File: src/rtl/load_store_unit_if.sv
// Bundle of the load/store unit's core-side request/response handshake and its RAM data-port
// signals.
//   req_*   : core -> LSU request (valid/ready), write flag, funct3, byte address, store data
//   resp_*  : LSU -> core response (valid/ready), extended load data, misaligned/fault flags
//   mem_*   : LSU -> RAM funct3, byte address, write data, write enable; RAM -> LSU read data
// The LSU connects through the slave modport; the core/RAM side connects through master.
interface load_store_unit_if #(
    parameter int unsigned SIZE       = 32,
    parameter int unsigned ADDR_WIDTH = 4
);
    logic                    req_valid;
    logic                    req_ready;
    logic                    req_write;
    logic [2:0]              req_funct3;
    logic [31:0]             req_addr;
    logic [SIZE-1:0]         req_wdata;

    logic                    resp_valid;
    logic                    resp_ready;
    logic [SIZE-1:0]         resp_rdata;
    logic                    resp_misaligned;
    logic                    resp_fault;

    logic [2:0]              mem_funct3;
    logic [ADDR_WIDTH+1:0]   mem_address;
    logic [SIZE-1:0]         mem_w_data;
    logic                    mem_write;
    logic [SIZE-1:0]         mem_data_out;

    modport slave (
        input  req_valid, req_write, req_funct3, req_addr, req_wdata,
        input  resp_ready, mem_data_out,
        output req_ready, resp_valid, resp_rdata, resp_misaligned, resp_fault,
        output mem_funct3, mem_address, mem_w_data, mem_write
    );

    modport master (
        output req_valid, req_write, req_funct3, req_addr, req_wdata,
        output resp_ready, mem_data_out,
        input  req_ready, resp_valid, resp_rdata, resp_misaligned, resp_fault,
        input  mem_funct3, mem_address, mem_w_data, mem_write
    );
endinterface

File: src/rtl/load_store_unit.sv
// Load/store sequencer between the core memory stage and the data port of a byte-lane RAM
// with synchronous read. One request is in flight at a time: it is checked for alignment and
// range, drives the RAM for a single cycle, and for loads the registered read data is
// lane-extracted and sign/zero-extended before being returned over a valid/ready response.
// Ports:
//   clk : rising-edge clock
//   rst : asynchronous active-high reset
//   bus : load_store_unit_if.slave (request, response and RAM data-port signals)
module load_store_unit #(
    parameter int unsigned SIZE       = 32,
    parameter int unsigned ADDR_WIDTH = 4
) (
    input logic              clk,
    input logic              rst,
    load_store_unit_if.slave bus
);
    localparam int unsigned AW = ADDR_WIDTH + 2;

    typedef enum logic [1:0] {StIdle, StAccess, StCapture, StResp} state_e;

    state_e          state_q, state_d;
    logic            resp_valid_q, resp_valid_d;
    logic [SIZE-1:0] resp_rdata_q, resp_rdata_d;
    logic            resp_misaligned_q, resp_misaligned_d;
    logic            resp_fault_q, resp_fault_d;
    logic [2:0]      mem_funct3_q, mem_funct3_d;
    logic [AW-1:0]   mem_address_q, mem_address_d;
    logic [SIZE-1:0] mem_w_data_q, mem_w_data_d;
    logic            mem_write_q, mem_write_d;

    logic            req_illegal, req_misaligned, req_fault;
    logic [7:0]      load_byte;
    logic [15:0]     load_half;
    logic [SIZE-1:0] load_ext;

    // Request checks; only consulted while idle.
    always_comb begin
        if (bus.req_write) begin
            req_illegal = bus.req_funct3 > 3'd2;
        end else begin
            req_illegal = (bus.req_funct3 == 3'd3) || (bus.req_funct3 > 3'd5);
        end
        req_misaligned = req_illegal
            || ((bus.req_funct3[1:0] == 2'd1) && bus.req_addr[0])
            || ((bus.req_funct3[1:0] == 2'd2) && (bus.req_addr[1:0] != 2'b00));
        req_fault = |bus.req_addr[31:AW];
    end

    // Lane select and extension of the RAM word; mem_funct3/mem_address are still held from
    // the access, so they describe the load being captured.
    always_comb begin
        unique case (mem_address_q[1:0])
            2'd0: load_byte = bus.mem_data_out[7:0];
            2'd1: load_byte = bus.mem_data_out[15:8];
            2'd2: load_byte = bus.mem_data_out[23:16];
            2'd3: load_byte = bus.mem_data_out[31:24];
        endcase
        load_half = mem_address_q[1] ? bus.mem_data_out[31:16] : bus.mem_data_out[15:0];
        unique case (mem_funct3_q[1:0])
            2'd0:    load_ext = {{24{~mem_funct3_q[2] & load_byte[7]}}, load_byte};
            2'd1:    load_ext = {{16{~mem_funct3_q[2] & load_half[15]}}, load_half};
            default: load_ext = bus.mem_data_out;
        endcase
    end

    always_comb begin
        state_d           = state_q;
        resp_valid_d      = resp_valid_q;
        resp_rdata_d      = resp_rdata_q;
        resp_misaligned_d = resp_misaligned_q;
        resp_fault_d      = resp_fault_q;
        mem_funct3_d      = mem_funct3_q;
        mem_address_d     = mem_address_q;
        mem_w_data_d      = mem_w_data_q;
        mem_write_d       = mem_write_q;

        unique case (state_q)
            StIdle: begin
                if (bus.req_valid) begin
                    if (req_misaligned || req_fault) begin
                        // Rejected without touching the RAM.
                        resp_valid_d      = 1'b1;
                        resp_misaligned_d = req_misaligned;
                        resp_fault_d      = req_fault;
                        resp_rdata_d      = '0;
                        state_d           = StResp;
                    end else begin
                        mem_funct3_d  = bus.req_funct3;
                        mem_address_d = bus.req_addr[AW-1:0];
                        mem_w_data_d  = bus.req_wdata;
                        mem_write_d   = bus.req_write;
                        state_d       = StAccess;
                    end
                end
            end
            StAccess: begin
                // mem_write_q doubles as the store/load flag of the current request.
                mem_write_d = 1'b0;
                if (mem_write_q) begin
                    resp_rdata_d = '0;
                    resp_valid_d = 1'b1;
                    state_d      = StResp;
                end else begin
                    state_d = StCapture;
                end
            end
            StCapture: begin
                resp_rdata_d = load_ext;
                resp_valid_d = 1'b1;
                state_d      = StResp;
            end
            StResp: begin
                if (bus.resp_ready) begin
                    resp_valid_d      = 1'b0;
                    resp_misaligned_d = 1'b0;
                    resp_fault_d      = 1'b0;
                    state_d           = StIdle;
                end
            end
            default: state_d = StIdle;
        endcase
    end

    always_ff @(posedge clk or posedge rst) begin
        if (rst) begin
            state_q           <= StIdle;
            resp_valid_q      <= 1'b0;
            resp_rdata_q      <= '0;
            resp_misaligned_q <= 1'b0;
            resp_fault_q      <= 1'b0;
            mem_funct3_q      <= '0;
            mem_address_q     <= '0;
            mem_w_data_q      <= '0;
            mem_write_q       <= 1'b0;
        end else begin
            state_q           <= state_d;
            resp_valid_q      <= resp_valid_d;
            resp_rdata_q      <= resp_rdata_d;
            resp_misaligned_q <= resp_misaligned_d;
            resp_fault_q      <= resp_fault_d;
            mem_funct3_q      <= mem_funct3_d;
            mem_address_q     <= mem_address_d;
            mem_w_data_q      <= mem_w_data_d;
            mem_write_q       <= mem_write_d;
        end
    end

    assign bus.req_ready       = (state_q == StIdle);
    assign bus.resp_valid      = resp_valid_q;
    assign bus.resp_rdata      = resp_rdata_q;
    assign bus.resp_misaligned = resp_misaligned_q;
    assign bus.resp_fault      = resp_fault_q;
    assign bus.mem_funct3      = mem_funct3_q;
    assign bus.mem_address     = mem_address_q;
    assign bus.mem_w_data      = mem_w_data_q;
    assign bus.mem_write       = mem_write_q;
endmodule

File: src/flat_wrapper.sv
// flat-port wrapper written by rule: the top's interface ports become plain ports
module load_store_unit_flat 
#(
    parameter int unsigned SIZE       = 32,
    parameter int unsigned ADDR_WIDTH = 4
)
  (clk, rst, bus_req_valid, bus_req_write, bus_req_funct3, bus_req_addr, bus_req_wdata, bus_resp_ready, bus_mem_data_out, bus_req_ready, bus_resp_valid, bus_resp_rdata, bus_resp_misaligned, bus_resp_fault, bus_mem_funct3, bus_mem_address, bus_mem_w_data, bus_mem_write);
  load_store_unit_if #(.SIZE(SIZE), .ADDR_WIDTH(ADDR_WIDTH)) bus_i ();
  input logic clk;
  input logic rst;
  input wire logic [$bits(bus_i.req_valid)-1:0] bus_req_valid;
  input wire logic [$bits(bus_i.req_write)-1:0] bus_req_write;
  input wire logic [$bits(bus_i.req_funct3)-1:0] bus_req_funct3;
  input wire logic [$bits(bus_i.req_addr)-1:0] bus_req_addr;
  input wire logic [$bits(bus_i.req_wdata)-1:0] bus_req_wdata;
  input wire logic [$bits(bus_i.resp_ready)-1:0] bus_resp_ready;
  input wire logic [$bits(bus_i.mem_data_out)-1:0] bus_mem_data_out;
  output wire logic [$bits(bus_i.req_ready)-1:0] bus_req_ready;
  output wire logic [$bits(bus_i.resp_valid)-1:0] bus_resp_valid;
  output wire logic [$bits(bus_i.resp_rdata)-1:0] bus_resp_rdata;
  output wire logic [$bits(bus_i.resp_misaligned)-1:0] bus_resp_misaligned;
  output wire logic [$bits(bus_i.resp_fault)-1:0] bus_resp_fault;
  output wire logic [$bits(bus_i.mem_funct3)-1:0] bus_mem_funct3;
  output wire logic [$bits(bus_i.mem_address)-1:0] bus_mem_address;
  output wire logic [$bits(bus_i.mem_w_data)-1:0] bus_mem_w_data;
  output wire logic [$bits(bus_i.mem_write)-1:0] bus_mem_write;
  assign bus_i.req_valid = bus_req_valid;
  assign bus_i.req_write = bus_req_write;
  assign bus_i.req_funct3 = bus_req_funct3;
  assign bus_i.req_addr = bus_req_addr;
  assign bus_i.req_wdata = bus_req_wdata;
  assign bus_i.resp_ready = bus_resp_ready;
  assign bus_i.mem_data_out = bus_mem_data_out;
  assign bus_req_ready = bus_i.req_ready;
  assign bus_resp_valid = bus_i.resp_valid;
  assign bus_resp_rdata = bus_i.resp_rdata;
  assign bus_resp_misaligned = bus_i.resp_misaligned;
  assign bus_resp_fault = bus_i.resp_fault;
  assign bus_mem_funct3 = bus_i.mem_funct3;
  assign bus_mem_address = bus_i.mem_address;
  assign bus_mem_w_data = bus_i.mem_w_data;
  assign bus_mem_write = bus_i.mem_write;
  load_store_unit #(.SIZE(SIZE), .ADDR_WIDTH(ADDR_WIDTH)) u_core (.clk(clk), .rst(rst), .bus(bus_i));
endmodule
File: config.mk
export PLATFORM = sky130hd
export DESIGN_NAME = load_store_unit_flat
export DESIGN_NICKNAME = d
export VERILOG_FILES = /design/src/rtl/load_store_unit_if.sv /design/src/rtl/load_store_unit.sv /design/src/flat_wrapper.sv
export SDC_FILE = /design/constraint.sdc
export NUM_CORES = 1
export LEC_CHECK = 0
export ABC_CLOCK_PERIOD_IN_PS = 2890
export CORE_MARGIN = 5
export CORE_UTILIZATION = 43
export CTS_BUF_LIST = sky130_fd_sc_hd__clkbuf_8
export DETAILED_ROUTE_END_ITERATION = 6
export PLACE_DENSITY = 0.83
export RECOVER_POWER = 50
export SLEW_MARGIN = 20
export SYNTH_ARGS = -nofsm -noshare
export SYNTH_HDL_FRONTEND = slang
export SYNTH_SLANG_ARGS = --single-unit
File: constraint.sdc
create_clock -name clk -period 2.89 [get_ports clk]
set_input_delay 0.578 -clock clk [delete_from_list [all_inputs] [get_ports clk]]
set_output_delay 0.578 -clock clk [all_outputs]
set_load 0.02 [all_outputs]
==> results_dict.tcl, run 1 <==
set metrics [dict create \
    dp.cells 617 \
    relSlewSlack_pct -7.83 \
    grt.overflow.total 0 \
    fmax_ghz 0.389 \
    r2r-start "u_core.state_q[1]" \
    path_buf_inv 1 \
    hold_buffers 0 \
    core.rowCount 35 \
    finalSetupViolCount 0 \
    drc 0 \
    antenna_cells 0 \
    fp.dieW_um 107 \
    holdPathStages 1 \
    hold_path.class "register to register" \
    ys_seq_area_share_pct 49.4 \
    final_cells 633 \
    grt_pass1_wl_um 19500 \
    fin_crit_ns 2.57 \
    fp.dieH_um 107 \
    cp-start-kind "register" \
    ys_seq_elements 79 \
    final_nets 625 \
    ir_drop_v 0.000427 \
    cts.sinks 79 \
    h-tree-depth 3 \
    cts.path.max_buffers 2 \
    slowest_delay_ns 0.86 \
    dieArea_mm2 0.0113 \
    rsz0062_at_grt "no" \
    cts-buffers-inserted 9 \
    viasPerCell 5.35 \
    ff2ff_setup_slack_ns 0.48 \
    holdPathEnd "u_core.bus.resp_valid" \
    min_period_over_period_pct 89.0 \
    synth_warnings 0 \
    finalPower_mw 4.16 \
    drive_gt1_share_pct 16.7 \
    slew_viol_final 35 \
    drtIter0Drc 183 \
    ant_nets 0 \
    clk_latency_ns 0.36 \
    pwr_density_cell_mw_per_mm2 678 \
    synth.cell_area_mm2 0.00401 \
    syn_inst 336 \
    boundaryPins 182 \
    tritoncts "built" \
    coreArea_mm2 0.00915 \
    seqCellArea_mm2 0.00198 \
    port_buffers 181 \
    cts_root_buffer "clkbuf_8" \
    drt_wl_total_um 12700 \
    crit_chain "clkdlybuf4s50_1" \
    outcome "complete, but fails checks" \
    syn2layout_area_growth_pct 53.2 \
    hold_start "u_core.bus.resp_valid" \
    synth_cell_types 41 \
    placed_area_mm2 0.00595 \
    grt_max_degree 46 \
    stdcell_area_mm2 0.00614 \
    p_leak_nw 2.88 \
    r2r_cells 6 \
    initial_core_util_pct 43.8 \
    antenna_found_initial 0 \
    grt_util_all_layers_pct 22.1 \
    clkSlewWorstSetupHoldPaths_ns 0.08 \
    fillers 680 \
    via_count 3387 \
    hold_slack_ns 0.491 \
    maxCapViolCount 1 \
    cp.arrival_ns 1.99 \
    avgSynthCellArea_um2 11.9 \
    r2r_end "u_core.bus.mem_w_data[4]" \
    end_kind "output pin" \
    grt_pass1_vias 3548 \
    violations "max-capacitance violations, max-slew violations" \
    gp_congestion 0.955 \
    worst_slew_pin_slew_ns 1.61 \
    cp_top_family "flip-flops" \
    post-dp-hpwl_um 9820 \
    skew_ns 0.0111 \
    ctsResizeCount 0 \
    hold_viol 0 \
    avgRoutedWirePerCell_um 20.1 \
    worst-path-max-fanout 22 \
    worst_path_max_delay_cell "dfrtp_1" \
    worstSetupPathType "register to output pin" \
    dr.pass1.iters 4 \
    post-cts-setup-buffers 0 \
    multiInputGateArea_mm2 0.00181 \
    cp.required_ns 2.31 \
    synthesis.nets 444 \
]
## flip-flops by register name, summed over array words and instances, names as in the netlist
signal / count
u_core.bus.mem_address: 6
u_core.bus.mem_funct3: 3
u_core.bus.mem_w_data: 32
u_core.bus.mem_write: 1
u_core.bus.resp_fault: 1
u_core.bus.resp_misaligned: 1
u_core.bus.resp_rdata: 32
u_core.bus.resp_valid: 1
u_core.state_q: 2
## report_power, final
| part | leakage, nW | internal [mW] | switching (mW) |
|---|---|---|---|
| logic | 1.70 | 0.918 | 0.979 |
| clock network | 0.102 | 0.393 | 0.428 |
| registers | 1.08 | 1.32 | 0.124 |
| total | 2.88 | 2.63 | 1.53 |
## Yosys cell counts
master	number	area share, %
o221ai_1	7	1.5
a221oi_1	1	0.22
a22oi_1	1	0.19
inv_1	22	2.1
mux2_4	40	15
o31a_1	1	0.22
a22o_1	1	0.22
buf_4	1	0.19
buf_2	2	0.25
o22ai_1	2	0.31
a2111oi_0	1	0.22
a21oi_1	11	1.4
o21a_1	1	0.19
nand3_1	2	0.25
a32o_1	16	4.0
buf_6	6	1.7
a21o_1	2	0.37
dfrtp_1	79	49
mux2_2	18	5.1
nand2_1	13	1.2
nand2b_1	4	0.62
nor4_1	7	1.1
nor2b_1	1	0.16
o2bb2ai_1	1	0.22
a31oi_1	7	1.1
buf_1	1	0.094
nor3_1	9	1.1
o211ai_1	1	0.19
or4_1	1	0.19
and2_1	1	0.16
clkbuf_1	13	1.2
or3_1	1	0.16
o21ai_0	12	1.5
nand4_1	1	0.16
a211oi_1	8	1.5
or2_2	1	0.16
nor2_1	23	2.2
o21ai_1	1	0.12
mux2i_1	11	2.7
a21boi_1	1	0.19
ha_1	4	1.2
## cells by family (layout without fill, tap and decap cells)
kind of cell	after synthesis	count (layout)	share of synthesized area (%)
AO/OA/AOI/OAI	75	75	13.7
flip-flops	79	79	49.4
adder cells (fa/ha/maj)	4	4	1.25
buffers and inverters	45	231	5.50
multiplexers	69	69	22.8
AND/OR/NAND/NOR	64	64	7.44
## cell usage in the layout, fill, tap and decap left out, drive strengths merged, types with 12 or more instances in the layout
cell type	count
a32o	16
buf	12
clkdlybuf4s50	142
dfrtp	79
dlygate4sd3	39
inv	24
mux2	58
nand2	13
nor2	23
o21ai	13
## per-stage QoR
stage	TNS (ns)	util [%]	worst slack, ns
3_3_place_gp	-1.00	65.0	-0.0284
3_5_place_dp	-0.821	65.0	-0.0323
6_report	0	67.0	0.318
4_1_cts	0	67.0	0.308
5_1_grt	0	67.0	0.240
2_1_floorplan	0	-	0.289
## how the worst max path moves through the flow
stage / start / endpoint / cells after the start
2_1_floorplan: rst / u_core.bus.mem_address[0] / 1
3_3_place_gp: bus_req_addr[21] / u_core.bus.mem_w_data[30] / 6
3_5_place_dp: bus_req_addr[21] / u_core.bus.mem_w_data[4] / 6
4_1_cts: u_core.bus.mem_address[1] / bus_mem_address[1] / 1
5_1_grt: u_core.bus.mem_address[1] / bus_mem_address[1] / 1
6_report: u_core.bus.mem_address[1] / bus_mem_address[1] / 1
## area by class of cell
class / count / area share, %
inverter: 22 / 1.37
clock buffer: 9 / 2.02
timing repair buffer: 193 / 31.6
tap: 111 / 2.26
clock inverter: 7 / 1.04
multi-input combinational: 212 / 29.5
sequential: 79 / 32.2
## layer usage
layer	part of all wire [%]	track usage, %	vias up
met1	41	27.8	1668
met4	2.6	9.13	0
met5	0	0	-
met3	4.0	2.85	25
li1	-	-	1589
met2	52	38.1	105
Note: power is estimated with default switching activity, not from simulation.
==> inputs of run 2 (changes only) <==
PLACE_DENSITY = default   (was 0.83)
PLACE_DENSITY_LB_ADDON = 0.12   (was default)
SKIP_LAST_GASP = 1   (was default)
==> results_dict.tcl, run 2 (synthesis gave the netlist of run 1 again) <==
set metrics [dict create \
    slew_viol_final 80 \
    viasPerCell 5.28 \
    grt_max_degree 80 \
    h-tree-depth 3 \
    ctsResizeCount 0 \
    placed_area_mm2 0.00592 \
    cts.path.max_buffers 2 \
    layout_common_cells "clkdlybuf4s50_1 (143), dfrtp_1 (79), mux2_4 (40)" \
    grt_pass1_vias 3563 \
    grt_pass1_wl_um 17900 \
    worst_slew_pin_slew_ns 1.92 \
    p_comb_share_pct 44.7 \
    end_kind "register" \
    drtIter0Drc 91 \
    fin_crit_ns 2.54 \
    antenna_cells 0 \
    rsz0062_at_grt "no" \
    final_common_cell "clkdlybuf4s50_1" \
    cp.required_ns 3.13 \
    worst-path-max-fanout 38 \
    skew_ns 0.0120 \
    syn2layout_area_growth_pct 52.5 \
    hold_viol 0 \
    drc 0 \
    p_sw_share_pct 36.7 \
    finalSetupViolCount 0 \
    initial_core_util_pct 43.8 \
    relSlewSlack_pct -28.1 \
    setup_ws_ns 0.350 \
    clk_latency_ns 0.35 \
    post-cts-setup-buffers 0 \
    drt_wl_total_um 11100 \
    stdcell_area_mm2 0.00611 \
    gp_congestion 0.782 \
    antenna_found_initial 0 \
    fmax_ghz 0.394 \
    worstSetupPathType "input port to register" \
    p_leak_nw 2.86 \
    outcome "complete, but fails checks" \
    dieArea_mm2 0.0113 \
    p_switching_mw 1.52 \
    ant_nets 0 \
    cts-buffers-inserted 9 \
    violations "max-capacitance violations, max-slew violations" \
    dr.pass1.iters 4 \
    fillers 721 \
    cts.sinks 79 \
    final_nets 623 \
    post-dp-hpwl_um 8440 \
    clkSlewWorstSetupHoldPaths_ns 0.09 \
    via_count 3330 \
    clock_power_share_pct 20.5 \
    maxCapViolCount 1 \
    avgRoutedWirePerCell_um 17.6 \
    internal-power_mw 2.62 \
    min_period_over_period_pct 87.9 \
    hold_buffers 0 \
    fp.dieW_um 107 \
    drive_gt1_share_pct 16.7 \
    coreArea_mm2 0.00915 \
    ir_drop_v 0.000406 \
    pwr_density_cell_mw_per_mm2 678 \
    cp-start-kind "input port" \
    core.rowCount 35 \
    fp.dieH_um 107 \
    boundaryPins 182 \
    cts_root_buffer "clkbuf_8" \
    port_buffers 181 \
    tritoncts "built" \
    hold_path.class "register to register" \
    p_seq_share_pct 34.8 \
    cp.arrival_ns 2.78 \
    grt.overflow.total 0 \
    place_ws_ns -0.0387 \
    grt_util_all_layers_pct 19.8 \
]
## run 2: changes by cell type in the layout (fill, tap and decap cells not counted), sizes merged
| cell | before | now |
|---|---|---|
| clkdlybuf4s50 | 142 | 143 |
| dlygate4sd3 | 39 | 38 |
| clkinv | 2 | 3 |
| clkinvlp | 2 | 1 |
| buf | 12 | 9 |
| clkbuf | 9 | 10 |
## run 2: metrics by stage
stage | utilization, % | setup TNS [ns] | cells | power [mW] | hold WS [ns]
final | 66.7 | 0 | 631 | 4.14 | 0.487
after global routing | 66.7 | 0 | 631 | 4.41 | 0.518
after CTS | 66.9 | 0 | 631 | 4.23 | 0.491
after detailed placement | 64.7 | -1.02 | 615 | 3.38 | 0.468
after global placement | 64.7 | 0 | 615 | 3.34 | 0.462
after floorplan | - | 0 | 336 | 2.60 | 0.500
## run 2: layout make-up
class	count	area, um^2	area share, %
clock buffer	9	124	2.03
clock inverter	7	77.6	1.27
inverter	22	83.8	1.37
multi-input combinational	212	1810	29.6
sequential	79	1980	32.4
tap	111	139	2.27
timing repair buffer	191	1900	31.1
## run 2: routing by layer
metal	part of all wire, %	GRT usage, %	routed length, um
met1	42	24.7	4630
met2	50	33.8	5560
met3	6.8	5.04	749
met4	1.4	6.39	153
met5	0	0	0
## run 2: power by group through the flow
stage	clock [mW]	combinational, mW	sequential, mW
final	0.850	1.85	1.44
after global placement	0	1.88	1.46
after floorplan	0	0.910	1.69
after detailed placement	0	1.91	1.47
after CTS	0.862	1.92	1.45
after global routing	0.919	2.03	1.47
## run 2: worst paths after layout
path                                  startpoint                        end  slack [ns]  depth (start not counted)
hold / removal             u_core.bus.resp_valid      u_core.bus.resp_valid        0.49                          1
setup reg to reg               u_core.state_q[0]  u_core.bus.mem_w_data[19]        0.50                          6
setup / recovery                 bus_req_addr[7]  u_core.bus.mem_w_data[19]        0.35                          6
max in group asynchronous                    rst   u_core.bus.mem_funct3[1]        0.53                          3
min in group asynchronous                    rst  u_core.bus.mem_w_data[22]        1.21                          3
hold reg to reg            u_core.bus.resp_valid      u_core.bus.resp_valid        0.49                          1
## run 2: worst max-delay path: stages
cell and delay (ns):
clkdlybuf4s50_1 0.41, nor4_1 0.27, nand4_1 0.19, or4_2 0.74, buf_12 0.24, mux2_4 0.32
